File: src/rtl/unary_dot_accumulator_pkg.sv
// Shared types and helpers for the unary dot-product accumulator.
//   state_e           : controller state (IDLE, ACCUM, HOLD), 2 bits.
//   default_acc_width : accumulator width that cannot overflow, given the
//                       per-lane operand width and the number of lanes.
package unary_dot_accumulator_pkg;

  typedef enum logic [1:0] {
    IDLE  = 2'd0,
    ACCUM = 2'd1,
    HOLD  = 2'd2
  } state_e;

  // Each lane contributes at most (2^width-1)^2 < 2^(2*width) pulses. Summing
  // num_in lanes needs clog2(num_in) extra bits.
  function automatic int default_acc_width(input int width, input int num_in);
    return 2 * width + $clog2(num_in);
  endfunction

endpackage

File: src/rtl/unary_dot_accumulator_if.sv
// Bundle between the product-block array, the accumulator and the
// writeback stage.
//   start, lane_en       : begin a dot product over the selected lanes
//   unary, lane_done     : per-lane pulse stream and completion pulse
//   busy                 : accumulator is in ACCUM or HOLD
//   sum_valid/sum_ready  : result handshake, sum_data carries the result
// master drives the request side, slave is the accumulator.
interface unary_dot_accumulator_if
  import unary_dot_accumulator_pkg::*;
#(
  parameter int NUM_IN    = 4,
  parameter int WIDTH     = 4,
  parameter int ACC_WIDTH = default_acc_width(WIDTH, NUM_IN)
);

  logic                 start;
  logic [NUM_IN-1:0]    lane_en;
  logic [NUM_IN-1:0]    unary;
  logic [NUM_IN-1:0]    lane_done;
  logic                 busy;
  logic                 sum_valid;
  logic                 sum_ready;
  logic [ACC_WIDTH-1:0] sum_data;

  modport master (
    output start, lane_en, unary, lane_done, sum_ready,
    input  busy, sum_valid, sum_data
  );

  modport slave (
    input  start, lane_en, unary, lane_done, sum_ready,
    output busy, sum_valid, sum_data
  );

endinterface

File: src/rtl/unary_dot_accumulator_lane_popcount.sv
// Combinational population count over the per-lane pulse vector.
//   vec   : NUM_IN-bit input vector
//   count : number of set bits, $clog2(NUM_IN+1) bits wide
module unary_dot_accumulator_lane_popcount #(
  parameter  int NUM_IN = 4,
  localparam int CNT_W  = $clog2(NUM_IN + 1)
) (
  input  logic [NUM_IN-1:0] vec,
  output logic [CNT_W-1:0]  count
);

  always_comb begin
    count = '0;
    for (int i = 0; i < NUM_IN; i++) begin
      count = count + CNT_W'(vec[i]);
    end
  end

endmodule

File: src/rtl/unary_dot_accumulator.sv
// Sums the unary pulse streams of NUM_IN product lanes into one binary
// dot-product value and presents it on a valid/ready output once every
// enabled lane has signalled done.
//   clk     : clock, all state updates on posedge
//   reset_n : asynchronous active-low reset
//   bus     : slave side of unary_dot_accumulator_if (request, lane
//             streams, busy, result handshake)
module unary_dot_accumulator
  import unary_dot_accumulator_pkg::*;
#(
  parameter int NUM_IN    = 4,
  parameter int WIDTH     = 4,
  parameter int ACC_WIDTH = default_acc_width(WIDTH, NUM_IN)
) (
  input logic                    clk,
  input logic                    reset_n,
  unary_dot_accumulator_if.slave bus
);

  localparam int CNT_W = $clog2(NUM_IN + 1);

  state_e               state_q, state_d;
  logic [ACC_WIDTH-1:0] acc_q, acc_d;
  logic [NUM_IN-1:0]    en_mask_q, en_mask_d;
  logic [NUM_IN-1:0]    done_mask_q, done_mask_d;

  logic [NUM_IN-1:0]    live;
  logic [NUM_IN-1:0]    counted;
  logic [NUM_IN-1:0]    done_next;
  logic [CNT_W-1:0]     pulse_cnt;

  // A lane stops contributing the cycle after its done is registered, so a
  // pulse coinciding with done still counts while later strays do not.
  assign live      = en_mask_q & ~done_mask_q;
  assign counted   = bus.unary & live;
  // Disabled lanes were preloaded as done, so only enabled dones matter.
  assign done_next = done_mask_q | (bus.lane_done & en_mask_q);

  unary_dot_accumulator_lane_popcount #(
    .NUM_IN (NUM_IN)
  ) u_lane_popcount (
    .vec   (counted),
    .count (pulse_cnt)
  );

  always_comb begin
    // NOTE: every *_d gets its hold value first, so no path through the case
    // leaves a signal unassigned and no latch is inferred.
    state_d     = state_q;
    acc_d       = acc_q;
    en_mask_d   = en_mask_q;
    done_mask_d = done_mask_q;

    unique case (state_q)
      IDLE: begin
        if (bus.start) begin
          acc_d       = '0;
          en_mask_d   = bus.lane_en;
          done_mask_d = ~bus.lane_en;
          state_d     = ACCUM;
        end
      end
      ACCUM: begin
        acc_d       = acc_q + ACC_WIDTH'(pulse_cnt);
        done_mask_d = done_next;
        if (&done_next) begin
          state_d = HOLD;
        end
      end
      HOLD: begin
        // start is deliberately ignored here, even alongside the handshake.
        if (bus.sum_ready) begin
          state_d = IDLE;
        end
      end
      default: state_d = IDLE;
    endcase
  end

  always_ff @(posedge clk or negedge reset_n) begin
    if (!reset_n) begin
      state_q     <= IDLE;
      acc_q       <= '0;
      en_mask_q   <= '0;
      done_mask_q <= '0;
    end else begin
      // NOTE: non-blocking so every register samples the pre-edge values.
      state_q     <= state_d;
      acc_q       <= acc_d;
      en_mask_q   <= en_mask_d;
      done_mask_q <= done_mask_d;
    end
  end

  assign bus.busy      = (state_q != IDLE);
  assign bus.sum_valid = (state_q == HOLD);
  assign bus.sum_data  = acc_q;

endmodule

File: src/flat_wrapper.sv
// flat-port wrapper written by rule: the top's interface ports become plain ports
module unary_dot_accumulator_flat import unary_dot_accumulator_pkg::*;
#(
  parameter int NUM_IN    = 4,
  parameter int WIDTH     = 4,
  parameter int ACC_WIDTH = default_acc_width(WIDTH, NUM_IN)
)
  (clk, reset_n, bus_start, bus_lane_en, bus_unary, bus_lane_done, bus_sum_ready, bus_busy, bus_sum_valid, bus_sum_data);
  unary_dot_accumulator_if #(.NUM_IN(NUM_IN), .WIDTH(WIDTH), .ACC_WIDTH(ACC_WIDTH)) bus_i ();
  input logic clk;
  input logic reset_n;
  input wire logic [$bits(bus_i.start)-1:0] bus_start;
  input wire logic [$bits(bus_i.lane_en)-1:0] bus_lane_en;
  input wire logic [$bits(bus_i.unary)-1:0] bus_unary;
  input wire logic [$bits(bus_i.lane_done)-1:0] bus_lane_done;
  input wire logic [$bits(bus_i.sum_ready)-1:0] bus_sum_ready;
  output wire logic [$bits(bus_i.busy)-1:0] bus_busy;
  output wire logic [$bits(bus_i.sum_valid)-1:0] bus_sum_valid;
  output wire logic [$bits(bus_i.sum_data)-1:0] bus_sum_data;
  assign bus_i.start = bus_start;
  assign bus_i.lane_en = bus_lane_en;
  assign bus_i.unary = bus_unary;
  assign bus_i.lane_done = bus_lane_done;
  assign bus_i.sum_ready = bus_sum_ready;
  assign bus_busy = bus_i.busy;
  assign bus_sum_valid = bus_i.sum_valid;
  assign bus_sum_data = bus_i.sum_data;
  unary_dot_accumulator #(.NUM_IN(NUM_IN), .WIDTH(WIDTH), .ACC_WIDTH(ACC_WIDTH)) u_core (.clk(clk), .reset_n(reset_n), .bus(bus_i));
endmodule
File: config.mk
export PLATFORM = sky130hd
export DESIGN_NAME = unary_dot_accumulator_flat
export DESIGN_NICKNAME = d
export VERILOG_FILES = /design/src/rtl/unary_dot_accumulator_pkg.sv /design/src/rtl/unary_dot_accumulator_if.sv /design/src/rtl/unary_dot_accumulator_lane_popcount.sv /design/src/rtl/unary_dot_accumulator.sv /design/src/flat_wrapper.sv
export SDC_FILE = /design/constraint.sdc
export NUM_CORES = 1
export LEC_CHECK = 0
export CAP_MARGIN = 40
export CORE_MARGIN = 2
export CORE_UTILIZATION = 51
export DETAILED_ROUTE_END_ITERATION = 10
export PLACE_DENSITY = 0.9
export SYNTH_ARGS = -nofsm -noshare
export SYNTH_HDL_FRONTEND = slang
export SYNTH_HIERARCHICAL = 1
export SYNTH_SLANG_ARGS = --single-unit
File: constraint.sdc
create_clock -name clk -period 5.04 [get_ports clk]
set_input_delay 1.008 -clock clk [delete_from_list [all_inputs] [get_ports clk]]
set_output_delay 1.008 -clock clk [all_outputs]
set_load 0.02 [all_outputs]
==> results of run 1 <==
## cell usage after synthesis
master | number | area [sq um]
inv_1 | 10 | 37.5
clkbuf_1 | 1 | 3.75
a211oi_1 | 1 | 7.51
nor2b_1 | 2 | 12.5
buf_2 | 1 | 5.00
mux2i_1 | 5 | 50.1
nand3_1 | 4 | 20.0
dfrtp_1 | 20 | 500
o221ai_1 | 1 | 8.76
nand4_1 | 1 | 6.26
nor3_2 | 1 | 10.0
xor2_1 | 1 | 8.76
nand2b_1 | 1 | 6.26
o31ai_1 | 1 | 7.51
nor2_1 | 3 | 11.3
nor4_1 | 1 | 6.26
nand2_1 | 24 | 90.1
a22o_1 | 1 | 8.76
o21ai_0 | 11 | 55.1
and3b_1 | 4 | 35.0
o211ai_1 | 2 | 15.0
a21oi_1 | 4 | 20.0
o2111ai_1 | 1 | 8.76
ha_1 | 5 | 62.6
fa_1 | 2 | 40.0
nor3b_1 | 1 | 7.51
and2b_1 | 1 | 7.51
## final timing paths
kind | startpoint | endpoint | cells after the start
worst min-delay path | u_core/bus.sum_data[9] | u_core/bus.sum_data[9] | 1
worst max-delay path | bus_unary[0] | u_core/bus.sum_data[6] | 13
worst min register to register | u_core/bus.sum_data[9] | u_core/bus.sum_data[9] | 1
worst max register to register | u_core/done_mask_q[0] | u_core/bus.sum_data[6] | 12
max in group asynchronous | reset_n | u_core/en_mask_q[3] | 2
min in group asynchronous | reset_n | u_core/state_q[0] | 1
## cells by family (layout without fill, tap and decap cells)
family	Yosys count	after routing	share of synthesized area [%]
simple gates	43	43	20.2
compound gates	22	22	12.5
flops	20	20	47.6
buf+inv	12	42	4.40
fa+ha+maj	7	7	9.75
mux	5	5	4.76
xor+xnor	1	1	0.832
## where the power goes
group          switching, mW  internal [mW]  total, mW
registers             0.0319          0.200      0.232
clock network         0.0460         0.0441     0.0901
logic                  0.110         0.0784      0.188
## cell type report
type,instances,area [sq um],area share [%]
repair buffers,28,285,20.4
flip-flops and latches,20,500,35.8
inverters,10,37.5,2.68
clock buffers,4,36.3,2.59
well taps,27,33.8,2.42
multi-input cells,78,505,36.1
## sequential cells by signal, indices dropped and copies added, names as in the netlist
register	flops
u_core/bus.sum_data	10
u_core/done_mask_q	4
u_core/en_mask_q	4
u_core/state_q	2
## critical path, cell delays in order
cell and delay (ps):
clkdlybuf4s50_1 440, and3b_1 150, inv_1 60, fa_1 540, inv_1 40, ha_1 180, ha_1 300, inv_1 60
fa_1 430, nor2b_1 180, o211ai_1 170, o211ai_1 210, o31ai_1 100
## metrics by stage
stage / total power [mW] / instance area (sq um)
after floorplan: 0.349 / 1050
after global placement: 0.408 / 1350
after detailed placement: 0.423 / 1360
after CTS: 0.513 / 1400
after global routing: 0.552 / 1400
final: 0.511 / 1400
## layer usage
layer	up-vias	GRT usage [%]	routed length, um
li1	439	-	-
met1	439	27.6	1000
met2	19	35.8	1190
met3	2	4.60	67
met4	0	5.56	19
met5	-	0	0
==> reports/metrics.sh, run 1 <==
STATUS='complete, no violations'
GRT_ANTENNA_BEFORE_REPAIR=0
WORST_EP_REQUIRED_TIME_PS=5230
SYNTH.LIB_CELLS_USED.DISTINCT=27
DETAILEDPLACE.WORSTSLACK_PS=1050
MAX_SLEW.WORST_PIN.SLEW_PS=845
GRT_UTIL_ALL_LAYERS_PCT=21.2
SYNTHESIS.YOSYS.WARNINGS=6
CLK_TRANSITION_REPORTED_PATHS_PS=110
MAPPEDNETLISTNETS=133
MAX_FREQ_MHz=270
TRITONCTS='yes'
NETLIST_AREA_SQ_UM=1050
CELLPOWERDENSITY_nW_PER_UM2=365
CTS-ROOT-TO-SINK-BUFFERS=2
FF2FF_SETUP_SLACK_PS=2020
TIMING.CRITICAL_PATH.FROM_TYPE='input port'
FINAL_LAYOUT_SIZE_SUFFIX_GT1_SHARE_PCT=4.29
FINALSETUPTNS_PS=0
POSTCTSSETUPBUFFERS=0
FP.DIEAREA_SQ_UM=2440
POSTCTSRESIZEDCELLS=0
FIRST_GLOBAL_VIAS=894
FINAL-INSTANCE-COUNT-EXCL-FILL=167
GRT_MAX_DEGREE=17
FINALCLOCKSKEW_PS=8.05
DIE_H_UM=49.4
CORE_AREA_SQ_UM=1960
HOLD_VIOL=0
SYN_TO_FINAL_GROWTH_PCT=32.9
GP_CONGESTION=0.809
ROWS=16
CTS_INSERTED_BUFFERS=3
DRT_DRC_VIOLATIONS_LEFT=0
N_FILL_CELL=161
SYNTH_SEQ_CELLS=20
WORSTHOLDPATHTYPE='reg2reg'
DIE-WIDTH_UM=49.4
GRT_FIRST_PASS_WIRELENGTH_UM=3970
RSZ0062_AT_GRT='false'
DRT-VIAS-PER-INSTANCE=5.38
DETAILEDROUTE.FIRSTITERATIONVIOLATIONS=27
WORST_SETUP_PATH_END_KIND='flop'
CLOCK-SINKS=20
DRV_CAP=0
CTS.HTREE.LEVELS=1
CP.ARRIVAL_PS=3880
TIMING.SLEW.HEADROOM_PCT=43.5
PATH_MAX_FANOUT=4
MAX_SLEW_VIOLATION_COUNT=0
ROUTE.FINAL.WIRE_LENGTH_UM=2280
PORTBUFFERS=27
PERIOD_NEEDED_PS=3700
FINALNETCOUNT=164
IO_PINS=28
FINALCRITPERIODSHARE_PCT=73.4
MAX-VDD-IR-DROP_mV=0.263
INITIAL_CORE_UTIL_PCT=53.6
CTS_ROOT_BUF='clkbuf_4'
POST_ROUTE_ANT_NETS=0
PATH_CLASS='in2reg'
HPWL_UM=1760
HOLDBUFCOUNTCTS=0
DETAIL_ROUTE.WL_PER_CELL_UM=13.6
INSERTEDDIODECOUNT=0
WORST_HOLD_SLACK_PS=481
STATIC-LEAKAGE-POWER_nW=0.655
SYN_AVG_CELL_AREA_SQ_UM=9.57
FINAL_UTIL_PCT=71.3
GLOBALROUTEOVERFLOWTOTAL=0
CELL_COUNT_AFTER_PLACEMENT=163
DETAILEDROUTE.FIRSTPASSITERATIONCOUNT=4
LAYOUT.CELLS.MOST_COMMON='clkdlybuf4s50_1'
MOSTFREQUENTLAYOUTCELLS='clkdlybuf4s50_1 (27), nand2_1 (24), dfrtp_1 (20)'
SETUP_WS_PS=1340
SETUP_VIOL_COUNT_FINAL=0
YS_SEQ_AREA_SHARE_PCT=47.6
POST_SYNTH_INST_COUNT=110
VIAS=899
INSERTION_DELAY_PS=300
Power figures use the tool's default switching activity.
==> run 2, diff against run 1 <==
- CORE_UTILIZATION: 51 -> 47
- PLACE_DENSITY: 0.9 -> 0.85
- clock period: 5.04 -> 3.5 ns (I/O delays scaled with it)
==> reports/metrics.sh, run 2 (same netlist as run 1, synthesis figures left out) <==
STATIC-LEAKAGE-POWER_nW=0.665  # +1.6%
R2R_START='u_core/done_mask_q[0]'
DIE_H_UM=51.3  # +3.8%
FINALSETUPTNS_PS=0  # unchanged
DETAILEDROUTE.FIRSTPASSITERATIONCOUNT=4  # unchanged
DRT-VIAS-PER-INSTANCE=5.30  # -1.5%
DETAILEDROUTE.FIRSTITERATIONVIOLATIONS=27  # unchanged
IO_PINS=28  # unchanged
CTS_ROOT_BUF='clkbuf_4'
DETAILEDPLACE.WORSTSLACK_PS=-120  # -1170 ps
DETAILED_PLACE.AREA_SQ_UM=1380  # +1.0%
LAYOUT.CELLS.MOST_COMMON='clkdlybuf4s50_1'
SYN_TO_FINAL_GROWTH_PCT=34.2
WORST_EP_REQUIRED_TIME_PS=3700  # -1530 ps
GRT_ANTENNA_BEFORE_REPAIR=0  # unchanged
DETAIL_ROUTE.WL_PER_CELL_UM=13.9  # +2.0%
PERIOD_NEEDED_PS=3310
N_FILL_CELL=195  # +21%
POSTCTSRESIZEDCELLS=0  # unchanged
CTS-ROOT-TO-SINK-BUFFERS=2  # unchanged
HOLDBUFCOUNTCTS=0  # unchanged
FINALNETCOUNT=166  # +1.2%
TIMING.SLEW.HEADROOM_PCT=64.9  # +21 points
MAX_SLEW.WORST_PIN.SLEW_PS=525  # -320 ps
VIAS=901  # +0.22%
FINALCLOCKSKEW_PS=4.70  # -3.34 ps
GRT_FIRST_PASS_WIRELENGTH_UM=4040  # +1.9%
STATUS='complete, no violations'
CP.ARRIVAL_PS=3510  # -370 ps
MAX_FREQ_MHz=302
HOLDCRITSTARTPOINT='u_core/bus.sum_data[9]'
FP.DIEAREA_SQ_UM=2630  # +7.8%
CLK_TRANSITION_REPORTED_PATHS_PS=110  # about the same
CORE_AREA_SQ_UM=2170  # +11%
CELLPOWERDENSITY_nW_PER_UM2=528  # +45%
PATH_MAX_FANOUT=4  # unchanged
GRT_UTIL_ALL_LAYERS_PCT=21.2  # about the same
CLOCK-SINKS=20  # unchanged
CTS.HTREE.LEVELS=1  # unchanged
TIMING.CRITICAL_PATH.FROM_TYPE='input port'
WORSTSETUPSTARTPOINT='bus_unary[0]'
FLIP_FLOP_COUNT_OF_THE_LARGEST_REGISTER_ALL_COPIES_AND_WORDS_ADDED=10  # unchanged
GP_CONGESTION=0.802  # -0.80%
DRV_CAP=0  # unchanged
MOSTFREQUENTLAYOUTCELLS='clkdlybuf4s50_1 (27), nand2_1 (24), dfrtp_1 (20)'
GLOBALROUTEOVERFLOWTOTAL=0  # unchanged
INITIAL_CORE_UTIL_PCT=48.5  # -5.1 points
HPWL_UM=1790  # +1.5%
HOLD_VIOL=0  # unchanged
POSTLAYOUTCELLAREA_SQ_UM=1410  # +0.98%
POST_ROUTE_ANT_NETS=0  # unchanged
FINAL_LAYOUT_SIZE_SUFFIX_GT1_SHARE_PCT=5.63  # +1.3 points
PATH_CLASS='in2reg'
INSERTION_DELAY_PS=310  # about the same
MAX-VDD-IR-DROP_mV=0.332  # +26%
FIRST_GLOBAL_VIAS=930  # +4.0%
FINALCRITPERIODSHARE_PCT=94.5
DIE-WIDTH_UM=51.3  # +3.8%
SETUP_WS_PS=192  # -1150 ps
RSZ0062_AT_GRT='false'
INSERTEDDIODECOUNT=0  # unchanged
DRT_DRC_VIOLATIONS_LEFT=0  # unchanged
SETUP_VIOL_COUNT_FINAL=0  # unchanged
TRITONCTS='yes'
WORST_SETUP_PATH_END_KIND='flop'
POSTCTSSETUPBUFFERS=0  # unchanged
CTS_INSERTED_BUFFERS=3  # unchanged
MAX_SLEW_VIOLATION_COUNT=0  # unchanged
ROWS=17  # +1
ROUTE.FINAL.WIRE_LENGTH_UM=2360  # +3.8%
GRT_MAX_DEGREE=19  # +2
WORSTHOLDPATHTYPE='reg2reg'
PORTBUFFERS=27  # unchanged
==> run 2: cell count changes in the layout (fill, tap and decap cells not counted), sizes merged <==
cell,delta
buf,+2
==> run 2: report_power, final <==
| part | leakage (nW) | total (mW) | internal, mW | switching [mW] |
|---|---|---|---|---|
| combinational | 0.390 | 0.271 | 0.113 | 0.157 |
| clock | 0.0210 | 0.139 | 0.0636 | 0.0750 |
| sequential | 0.254 | 0.336 | 0.288 | 0.0476 |
==> run 2: layout make-up <==
type	instances	area (sq um)	area share, %
tap	28	35.0	2.48
clock buffer	4	36.3	2.57
multi-input combinational	78	505	35.8
inverter	10	37.5	2.66
sequential	20	500	35.4
timing repair buffer	30	298	21.1
==> run 2: worst paths after layout <==
check / endpoint / slack, ps / cells past startpoint
setup / recovery: u_core/bus.sum_data[6] / 190 / 13
hold / removal: u_core/bus.sum_data[9] / 500 / 1
setup reg to reg: u_core/bus.sum_data[6] / 550 / 12
hold reg to reg: u_core/bus.sum_data[9] / 500 / 1
max in group asynchronous: u_core/bus.sum_data[9] / 2570 / 2
min in group asynchronous: u_core/bus.sum_data[5] / 570 / 1
==> run 2: layer usage <==
| metal | part of all wire (%) | GRT usage, % |
|---|---|---|
| met5 | 0 | 0 |
| met4 | 2.2 | 12.7 |
| met3 | 3.8 | 3.51 |
| met2 | 49 | 34.0 |
| met1 | 45 | 26.9 |
==> run 2: critical path, stage by stage <==
cell	delay, ps
clkdlybuf4s50_1	440
and3b_1	150
inv_1	60
fa_1	530
inv_1	50
ha_1	180
ha_1	290
inv_1	60
fa_1	440
nor2b_1	170
o211ai_1	150
o211ai_1	200
o31ai_1	90
==> run 2: metrics by stage <==
| step | hold slack (ps) | instances | util [%] | power [mW] |
|---|---|---|---|---|
| final | 496 | 170 | 65.1 | 0.746 |
| after global routing | 538 | 170 | 65.1 | 0.801 |
| after CTS | 493 | 170 | 65.1 | 0.749 |
| after detailed placement | 474 | 166 | 63.4 | 0.612 |
| after global placement | 459 | 164 | 62.5 | 0.589 |
| after floorplan | 404 | 110 | - | 0.503 |
==> run 3, diff against run 2 <==
- CORE_MARGIN: 2 -> 1
==> reports/metrics.sh, run 3 (same netlist as run 1, synthesis figures left out) <==
STATUS='complete, no violations'
MAX-VDD-IR-DROP_mV=0.345  # +3.8%
PATH_MAX_FANOUT=4  # unchanged
CTS_INSERTED_BUFFERS=3  # unchanged
GRT_UTIL_ALL_LAYERS_PCT=22.1  # +0.91 points
GP_CONGESTION=0.785  # -2.2%
FINAL-INSTANCE-COUNT-EXCL-FILL=169  # -0.59%
STATIC-LEAKAGE-POWER_nW=0.664  # -0.14%
DETAILEDROUTE.FIRSTITERATIONVIOLATIONS=23  # -15%
CP.ARRIVAL_PS=3430  # -80 ps
LAYOUT.CELLS.MOST_COMMON='clkdlybuf4s50_1'
WORST_EP_REQUIRED_TIME_PS=3680  # -20 ps
DIE-WIDTH_UM=49.3  # -3.9%
PORTBUFFERS=27  # unchanged
CTS.HTREE.LEVELS=1  # unchanged
FLIP_FLOP_COUNT_OF_THE_LARGEST_REGISTER_ALL_COPIES_AND_WORDS_ADDED=10  # unchanged
MAX_SLEW_VIOLATION_COUNT=0  # unchanged
FINALSETUPTNS_PS=0  # unchanged
TIMING.CRITICAL_PATH.FROM_TYPE='input port'
FINAL_LAYOUT_SIZE_SUFFIX_GT1_SHARE_PCT=5.63  # unchanged
FINALCLOCKSKEW_PS=4.01  # -0.691 ps
POSTCTSSETUPBUFFERS=0  # unchanged
MAX_FREQ_MHz=307  # +1.7%
CLK_TRANSITION_REPORTED_PATHS_PS=100  # about the same
HOLDBUFCOUNTCTS=0  # unchanged
HOLDCRITSTARTPOINT='u_core/bus.sum_data[9]'
WORSTPATHCELLLIST='clkdlybuf4s50_1 -> and3b_1 -> inv_1 -> fa_1 -> inv_1 -> ha_1 -> ha_1 -> inv_1 -> fa_1 -> nor2b_1 -> o211ai_1 -> o211ai_1 -> o31ai_1'
R2R_START='u_core/done_mask_q[0]'
CTS-ROOT-TO-SINK-BUFFERS=2  # unchanged
DRT_DRC_VIOLATIONS_LEFT=0  # unchanged
ROWS=16  # -1
DETAILED_PLACE.AREA_SQ_UM=1380  # about the same
RR_WORST_DEPTH=12  # unchanged
TRITONCTS='yes'
DIE_H_UM=49.3  # -3.9%
POSTCTSRESIZEDCELLS=0  # unchanged
PATH_CLASS='in2reg'
FIRST_GLOBAL_VIAS=900  # -3.2%
CP_SLOWEST_CELL='fa_1'
CELLPOWERDENSITY_nW_PER_UM2=522  # -1.1%
POST_ROUTE_ANT_NETS=0  # unchanged
FAMILY_WITH_THE_MOST_DELAY_ON_THE_WORST_PATH='adder cells'
TIMING.SLEW.HEADROOM_PCT=62.5  # -2.4 points
GLOBALROUTEOVERFLOWTOTAL=0  # unchanged
PERIOD_NEEDED_PS=3250  # -56.0 ps
VIAS=901  # unchanged
CRIT_PATH_FREQUENT_CELL='inv_1'
DETAIL_ROUTE.WL_PER_CELL_UM=13.9  # +0.34%
TIMING.HOLD.WORST_ENDPOINT='u_core/bus.sum_data[9]'
WHS_PATH_DEPTH=1  # unchanged
CTS_ROOT_BUF='clkbuf_4'
IO_PINS=28  # unchanged
CELL_COUNT_AFTER_PLACEMENT=165  # -0.60%
POSTLAYOUTCELLAREA_SQ_UM=1410  # about the same
INITIAL_CORE_UTIL_PCT=51.5  # +3.0 points
FINALCRITPERIODSHARE_PCT=92.9  # -1.6 points
SETUP_VIOL_COUNT_FINAL=0  # unchanged
SYN_TO_FINAL_GROWTH_PCT=34.4  # about the same
GRT_FIRST_PASS_WIRELENGTH_UM=4010  # -0.87%
CORE_AREA_SQ_UM=2040  # -5.9%
FINAL_UTIL_PCT=69.2  # +4.1 points
HPWL_UM=1780  # -0.52%
WORSTHOLDPATHTYPE='reg2reg'
DRT-VIAS-PER-INSTANCE=5.33  # +0.59%
INSERTEDDIODECOUNT=0  # unchanged
CRITICAL-PATH-MAX-STAGE-DELAY_PS=520  # about the same
ROUTE.FINAL.WIRE_LENGTH_UM=2360  # -0.25%
FINALNETCOUNT=166  # unchanged
RSZ0062_AT_GRT='false'
MAX_SLEW.WORST_PIN.SLEW_PS=561  # +35.2 ps
TOTALPOWERFINAL_uW=738  # -1.0%
WORST_SETUP_PATH_END_KIND='flop'
FF2FF_SETUP_SLACK_PS=630  # +80 ps
CP_BUF_INV_COUNT=4  # unchanged
MOSTFREQUENTLAYOUTCELLS='clkdlybuf4s50_1 (27), nand2_1 (24), dfrtp_1 (20)'
FP.DIEAREA_SQ_UM=2430  # -7.6%
GRT_ANTENNA_BEFORE_REPAIR=0  # unchanged
HOLD_VIOL=0  # unchanged
INSERTION_DELAY_PS=290  # -20 ps
CLOCK-SINKS=20  # unchanged
DRV_CAP=0  # unchanged
GRT_MAX_DEGREE=17  # -2
DETAILEDROUTE.FIRSTPASSITERATIONCOUNT=4  # unchanged
TIMING.RR.END='u_core/bus.sum_data[6]'
## run 3: cell count changes in the layout (fill, tap and decap cells not counted)
cell and delta:
buf_2 -1, buf_4 +1
## run 3: area by class of cell
type | count | area [sq um]
clock buffers | 4 | 36.3
flip-flops and latches | 20 | 500
fillers | 170 | 628
repair buffers | 30 | 300
well taps | 27 | 33.8
inverters | 10 | 37.5
multi-input cells | 78 | 505
## run 3: metal layers
| layer | vias to the layer above | routed length, um | GRT usage, % |
|---|---|---|---|
| met5 | - | 0 | 0 |
| met4 | 0 | 20 | 8.82 |
| li1 | 444 | - | - |
| met2 | 25 | 1190 | 36.8 |
| met3 | 4 | 117 | 3.74 |
| met1 | 428 | 1030 | 28.3 |
## run 3: metrics by stage
stage / setup WS [ps] / hold WS [ps]
2_1_floorplan: 480 / 404
3_3_place_gp: -7.40 / 459
3_5_place_dp: -60.4 / 474
4_1_cts: 257 / 493
5_1_grt: 78.3 / 514
6_report: 248 / 488
## run 3: how the worst max path moves through the flow
stage / startpoint / endpoint / slack (ps) / depth (start not counted)
CTS: bus_unary[0] / u_core/bus.sum_data[6] / 260 / 13
finish: bus_unary[0] / u_core/bus.sum_data[6] / 250 / 13
global route: bus_unary[1] / u_core/bus.sum_data[6] / 80 / 13
floorplan: bus_unary[0] / u_core/bus.sum_data[6] / 480 / 12
detailed placement: bus_unary[0] / u_core/bus.sum_data[6] / -60 / 13
global placement: bus_unary[0] / u_core/bus.sum_data[6] / -7 / 13
## run 3: report_power, final
part / leakage, nW / total [mW] / internal (mW) / switching (mW)
combinational: 0.389 / 0.275 / 0.116 / 0.159
sequential: 0.254 / 0.333 / 0.289 / 0.0442
clock: 0.0210 / 0.130 / 0.0634 / 0.0670
